===== config.mk =====
export PLATFORM = sky130hd
export DESIGN_NAME = int_to_hex_stream
export DESIGN_NICKNAME = d
export VERILOG_FILES = /design/src/rtl/int_to_hex_stream.sv
export SDC_FILE = /design/constraint.sdc
export NUM_CORES = 1
export LEC_CHECK = 0
export ABC_CLOCK_PERIOD_IN_PS = 3200
export CORE_AREA = 5 5 58 111
export CTS_CLUSTER_DIAMETER = 100
export DETAILED_ROUTE_END_ITERATION = 8
export DIE_AREA = 0 0 63 116
export GPL_ROUTABILITY_DRIVEN = 1
export HOLD_SLACK_MARGIN = 0.03
export PLACE_DENSITY_LB_ADDON = 0.1
export SKIP_CTS_REPAIR_TIMING = 1
export SYNTH_ARGS = -nofsm -noshare
export SYNTH_HDL_FRONTEND = slang
export SYNTH_SLANG_ARGS = --single-unit

===== constraint.sdc =====
create_clock -name clk -period 3.2 [get_ports clk]
set_input_delay 0.32 -clock clk [delete_from_list [all_inputs] [get_ports clk]]
set_output_delay 0.32 -clock clk [all_outputs]
set_load 0.05 [all_outputs]

===== src/rtl/int_to_hex_stream.sv =====
// Registered binary-to-ASCII hex encoder: parallel character word plus MSB-first serial stream.
// Optional leading-zero blanking when INT_TO_HEX_STREAM_ZBLANK_EN is defined.
module int_to_hex_stream #(
  parameter int NIBBLES = 4
) (
  input  logic                   clk,
  input  logic                   rst,
  input  logic                   in_valid,
  output logic                   in_ready,
  input  logic [4*NIBBLES-1:0]   in_value,
  output logic [8*NIBBLES-1:0]   par_chr,
  output logic                   par_valid,
  output logic [7:0]             ser_chr,
  output logic                   ser_valid,
  input  logic                   ser_ready,
  output logic                   ser_last
);

  localparam int IDX_W = (NIBBLES > 1) ? $clog2(NIBBLES) : 1;

  typedef enum logic {IDLE, SEND} state_t;

  function automatic logic [7:0] hex_digit(input logic [3:0] nib);
    return (nib < 4'd10) ? (8'h30 + {4'h0, nib}) : (8'h37 + {4'h0, nib});
  endfunction

  function automatic logic [8*NIBBLES-1:0] encode_all(input logic [4*NIBBLES-1:0] v);
    logic [8*NIBBLES-1:0] r;
    logic [3:0]           nib;
`ifdef INT_TO_HEX_STREAM_ZBLANK_EN
    logic                 leading;
    leading = 1'b1;
`endif
    r = '0;
    for (int k = NIBBLES-1; k >= 0; k--) begin
      nib = v[4*k +: 4];
`ifdef INT_TO_HEX_STREAM_ZBLANK_EN
      if (leading && (nib == 4'h0) && (k != 0)) begin
        r[8*k +: 8] = 8'h20;
      end else begin
        r[8*k +: 8] = hex_digit(nib);
        leading     = 1'b0;
      end
`else
      r[8*k +: 8] = hex_digit(nib);
`endif
    end
    return r;
  endfunction

  state_t                 state_q, state_d;
  logic [IDX_W-1:0]       idx_q, idx_d;
  logic [8*NIBBLES-1:0]   par_chr_q, par_chr_d;
  logic                   par_valid_q, par_valid_d;
  logic [7:0]             ser_chr_q, ser_chr_d;
  logic                   ser_last_q, ser_last_d;

  logic [8*NIBBLES-1:0]   enc_in;
  logic [IDX_W-1:0]       idx_nxt;

  assign enc_in  = encode_all(in_value);
  assign idx_nxt = idx_q - IDX_W'(1);

  // par_chr_q only changes on accept, so it doubles as the captured value
  // from which the serial characters are selected.
  always_comb begin
    state_d     = state_q;
    idx_d       = idx_q;
    par_chr_d   = par_chr_q;
    par_valid_d = 1'b0;
    ser_chr_d   = ser_chr_q;
    ser_last_d  = ser_last_q;
    case (state_q)
      IDLE: begin
        if (in_valid) begin
          state_d     = SEND;
          idx_d       = IDX_W'(NIBBLES-1);
          par_chr_d   = enc_in;
          par_valid_d = 1'b1;
          ser_chr_d   = enc_in[8*(NIBBLES-1) +: 8];
          ser_last_d  = (NIBBLES == 1);
        end
      end
      SEND: begin
        if (ser_ready) begin
          if (idx_q == '0) begin
            state_d    = IDLE;
            ser_chr_d  = 8'h00;
            ser_last_d = 1'b0;
          end else begin
            idx_d      = idx_nxt;
            ser_chr_d  = par_chr_q[{idx_nxt, 3'b000} +: 8];
            ser_last_d = (idx_nxt == '0);
          end
        end
      end
      default: state_d = IDLE;
    endcase
  end

  always_ff @(posedge clk or posedge rst) begin
    if (rst) begin
      state_q     <= IDLE;
      idx_q       <= IDX_W'(NIBBLES-1);
      par_chr_q   <= {NIBBLES{8'h30}};
      par_valid_q <= 1'b0;
      ser_chr_q   <= 8'h00;
      ser_last_q  <= 1'b0;
    end else begin
      state_q     <= state_d;
      idx_q       <= idx_d;
      par_chr_q   <= par_chr_d;
      par_valid_q <= par_valid_d;
      ser_chr_q   <= ser_chr_d;
      ser_last_q  <= ser_last_d;
    end
  end

  assign in_ready  = (state_q == IDLE);
  assign ser_valid = (state_q == SEND);
  assign par_chr   = par_chr_q;
  assign par_valid = par_valid_q;
  assign ser_chr   = ser_chr_q;
  assign ser_last  = ser_last_q;

endmodule


# After elaboration in Yosys (flattened, before gate mapping)

Cells that the tools add are included.

Register bits after elaboration: 45
Input bits: 20
Output and inout bits: 44
Logic and storage cells: 50

$add $sub $neg: 9
Magnitude comparators: 4
Eq/ne operators: 3
Shifts and indexed selects: 1
Muxes and demuxes: 21
Bitwise logic cells: 1
Reduce and logical (&&, ||, !) cells: 5

Operator list:

| operator              | count |
|---|---|
| $add A6 B4 Y7 const A | 8 |
| $shiftx A32 B6 Y8     | 1 |
| $mux W7               | 4 |
| $mux W8               | 3 |
| $lt A4 B4 Y1 const B  | 4 |
| $pmux W8 S2           | 1 |
| $mux W1               | 7 |
| $mux W2               | 3 |
| $ne A2 B2 Y1 const B  | 3 |
| $logic_not A2 Y1      | 2 |
| $pmux W1 S2           | 2 |
| $pmux W2 S2           | 1 |
| $reduce_and A2 Y1     | 2 |
| $reduce_and A3 Y1     | 1 |
| $sub A2 B1 Y2 const B | 1 |
| $not A1 Y1            | 1 |

# Depth between registers and ports, before layout

Word-level depth: 5
Gate-level depth with buffers: 8
Gate-level depth less buffers: 6

# Worst setup path after synthesis

No wires, ideal clock.

Kind: reg-to-reg
Start: reg idx_q[0]
End: reg ser_chr_q[0], in the netlist ser_chr[0]
Setup time: 0.126 ns
Arrival time: 1.939 ns
Data required time: 3.074 ns
Setup slack: 1.135 ns
Cell stages (with the launch flop): 7
Path buffers: 2
Clock period less this slack: 2.065 ns
Cells stage by stage: dfstp_2 buf_2 inv_1 ha_1 buf_6 mux4_2 a221o_1

Cells in the longest elaborated chain, start to end: 5
Elaborated cells between the ends (all ways): 6
Those cells by class: add/sub: 1; shift: 1; mux: 3; reduce/logical: 1

Ends and longest elaborated chain:

| what                   | line | source |
|---|---|---|
| from (decl)            | 52   | `logic [IDX_W-1:0] idx_q, idx_d;` |
| from (signal assigned) | 104  | `idx_q <= IDX_W'(NIBBLES-1);` |
| from (signal assigned) | 111  | `idx_q <= idx_d;` |
| $sub A2 B1 Y2          | 62   | `assign idx_nxt = idx_q - IDX_W'(1);` |
| $shiftx A32 B6 Y8      | 92   | `ser_chr_d = par_chr_q[{idx_nxt, 3'b000} +: 8];` |
| $mux W8 *              | 86   | `if (idx_q == '0) begin` |
| $mux W8 *              | 85   | `if (ser_ready) begin` |
| $pmux W8 S2 *          | 73   | `case (state_q)` |
| to (signal assigned)   | 114  | `ser_chr_q <= ser_chr_d;` |
| to (decl)              | 55   | `logic [7:0] ser_chr_q, ser_chr_d;` |

Every way passes the cells marked *; elsewhere a longest branch is shown, timed or not. The select of a mux whose other input is x is not followed.
A chain may end at the register's enable or synchronous reset.

# Worst setup path in the final report

Start: reg idx_q[0]
End: reg ser_chr_q[6], in the netlist ser_chr[6]

Same word-level chain as after synthesis.

==> flow_summary.json <==
{
  "tightestPinTransition_ns": 0.594,
  "critPathSlowestCell": "dfstp_2",
  "ant_nets": 0,
  "power_leakage_nw": 1.29,
  "wl_per_cell_um": 16.4,
  "fmax_mhz": 433,
  "fp.dieH_um": 116,
  "regArea_sq_um": 1010,
  "path_class": "register to register",
  "nets": 299,
  "grt_pass1_vias": 1821,
  "worstPathRequired_ns": 3.39,
  "io_buffers": 58,
  "seq_area_frac_synth_pct": 48.4,
  "die_area_sq_um": 7310,
  "cts_tree": "built",
  "htree_levels": 2,
  "syn_to_final_growth_pct": 33.8,
  "critPathMaxFanout": 11,
  "route.detailed.drc": 0,
  "grt_antenna_before_repair": 0,
  "grt.total_usage_pct": 15.8,
  "place.gp.congestion": 0.770,
  "hold_class": "input port to asynchronous set/reset pin",
  "dp_slack_ns": 0.871,
  "syn-cell-area_sq_um": 2090,
  "drive_above_1_share_pct": 7.66,
  "n_fill_cell": 537,
  "drt-initial-drc-count": 71,
  "clock_path_buffers": 2,
  "clk_pin_slew_ns": 0.08,
  "die_w_um": 63,
  "powerDensity_nw_per_um2": 1180,
  "ys.flop_type": "dfrtp_1",
  "period_needed_ns": 2.31,
  "cts_root_buf": "clkbuf_8",
  "antenna_cells": 0,
  "worstSetupEndpointType": "register",
  "ys_warn_count": 0,
  "rsz0062_at_grt": "no",
  "finClkSkew_ns": 0.00486,
  "irDropWorstVdd_v": 0.000889,
  "overflow": 0,
  "cts_made_buffers": 5,
  "cp_data_arrival_time_ns": 2.49,
  "multiInputGateArea_sq_um": 958,
  "io_pins": 64,
  "synth_cell_type_count": 33,
  "numClockSinks": 40,
  "via_count": 1749,
  "async_flop_share_pct": 100,
  "row_count": 38,
  "hpwl_um": 4250,
  "crit_family": "flip-flops",
  "core-area_sq_um": 5470,
  "max_stage_delay_ns": 0.68,
  "drt_pass1_iterations": 4,
  "outcome": "finished clean",
  "viasPerCell": 5.24,
  "start_kind": "register",
  "clock_latency_ns": 0.29,
  "grt_pass1_wl_um": 8930,
  "slew_viol_final": 0,
  "finalSetupViolCount": 0,
  "fin_tns_setup_ns": 0,
  "min_period_over_period_pct": 72.1,
  "max_slew_margin_pct": 60.0,
  "max_cap_violations": 0,
  "synth_seq_cells": 40,
  "grt_max_degree": 40,
  "avgSynthCellArea_sq_um": 9.73,
  "fin_ws_ns": 0.893,
  "syn_inst": 215,
  "finalHoldViolCount": 0,
  "crit_buf_inv": 1,
  "cp_cell_sequence": "inv_1, ha_1, mux4_1, nand2_1, o211ai_1, o21a_1",
  "start_util_pct": 38.3,
  "routed_wl_um": 5490,
  "synth-edff-count": 0
}
metal layers:
| layer | vias to the layer above | global-route usage [%] | part of all wire [%] |
|---|---|---|---|
| met5 | - | 0 | 0 |
| met4 | 0 | 7.22 | 2.3 |
| met3 | 9 | 3.01 | 4.6 |
| met2 | 46 | 30.2 | 57 |
| met1 | 851 | 16.0 | 36 |
| li1 | 843 | - | - |
synth_stat cells (3+ instances only):
cell type,n,area share (%)
a211oi_1,3,1.1
a21o_1,4,1.4
a21oi_1,12,2.9
a31oi_1,4,1.2
buf_2,6,1.4
buf_4,5,1.8
dfrtp_1,30,36
dfstp_2,10,13
ha_1,6,3.6
inv_1,13,2.3
mux4_1,6,7.5
nand2_1,45,8.1
nand3_1,5,1.2
nand3b_1,3,1.1
nor2_1,18,3.2
o21a_1,4,1.4
o21ai_0,15,3.6
o21bai_1,3,1.1
or3_1,3,0.90
xnor2_1,4,1.7
logic make-up (layout without fill, tap and decap cells):
kind of cell	after synthesis	after routing	synth area share, %
other cells	1	5	0.179
buf+inv	27	82	6.46
flops	40	40	48.4
xor+xnor	4	4	1.67
compound gates	50	50	14.8
fa+ha+maj	6	6	3.59
simple gates	80	80	16.2
mux	7	7	8.61
layout by cell type, fill, tap and decap left out, types with 6 or more instances in the layout:
cell type	Yosys	layout
dfstp_2	10	10
mux4_1	6	6
a21oi_1	12	12
dfrtp_1	30	30
nor2_1	18	18
ha_1	6	6
inv_1	13	13
clkbuf_8	0	7
o21ai_0	15	15
nand2_1	45	45
clkdlybuf4s50_1	0	58
worst reg2reg max path, stage by stage, from the launching register on:
cell and delay [ns]:
dfstp_2 0.68, inv_1 0.07, ha_1 0.55, mux4_1 0.62
nand2_1 0.08, o211ai_1 0.08, o21a_1 0.13
path summary, 6_finish.rpt:
| kind | startpoint | endpoint | slack [ns] | depth (start not counted) |
|---|---|---|---|---|
| worst max-delay path | idx_q[0] | ser_chr[6] | 0.89 | 6 |
| worst min-delay path | rst | par_chr[30] | 0.17 | 2 |
| worst max register to register | idx_q[0] | ser_chr[6] | 0.89 | 6 |
| worst min register to register | par_chr[21] | par_chr[21] | 0.49 | 2 |
| max in group asynchronous | rst | idx_q[0] | 2.34 | 3 |
| min in group clk | par_chr[21] | par_chr[21] | 0.49 | 2 |
final cells by class:
cell class                      count  share of cell area, %
Clock buffer                        8                   3.58
Inverter                           13                   1.74
Multi-Input combinational cell    152                   34.2
Sequential cell                    40                   36.2
Tap cell                           60                   2.68
Timing Repair Buffer               61                   21.5
flip-flops by register name, indices dropped and copies added (netlist names):
register   flops
par_chr       28
par_valid      1
ser_last       1
idx_q          2
ser_chr        7
ser_valid      1
metrics by stage:
step | utilization [%] | instances | power [mW] | instance area, sq um | hold WS [ns]
final | 51.2 | 334 | 3.29 | 2800 | 0.173
after floorplan | - | 219 | 2.33 | 2110 | 0.427
after global routing | 51.2 | 334 | 3.47 | 2800 | 0.180
after detailed placement | 49.4 | 326 | 2.97 | 2700 | 0.479
after CTS | 51.2 | 334 | 3.34 | 2800 | 0.169
after global placement | 49.4 | 326 | 2.93 | 2700 | 0.470
power breakdown:
part / leakage (nW) / internal [mW] / total, mW / switching (mW)
registers: 0.479 / 0.784 / 1.01 / 0.223
logic: 0.756 / 0.717 / 1.92 / 1.20
clock network: 0.0515 / 0.197 / 0.366 / 0.169
total: 1.29 / 1.70 / 3.29 / 1.59
Note: power is estimated with default switching activity, not from simulation.
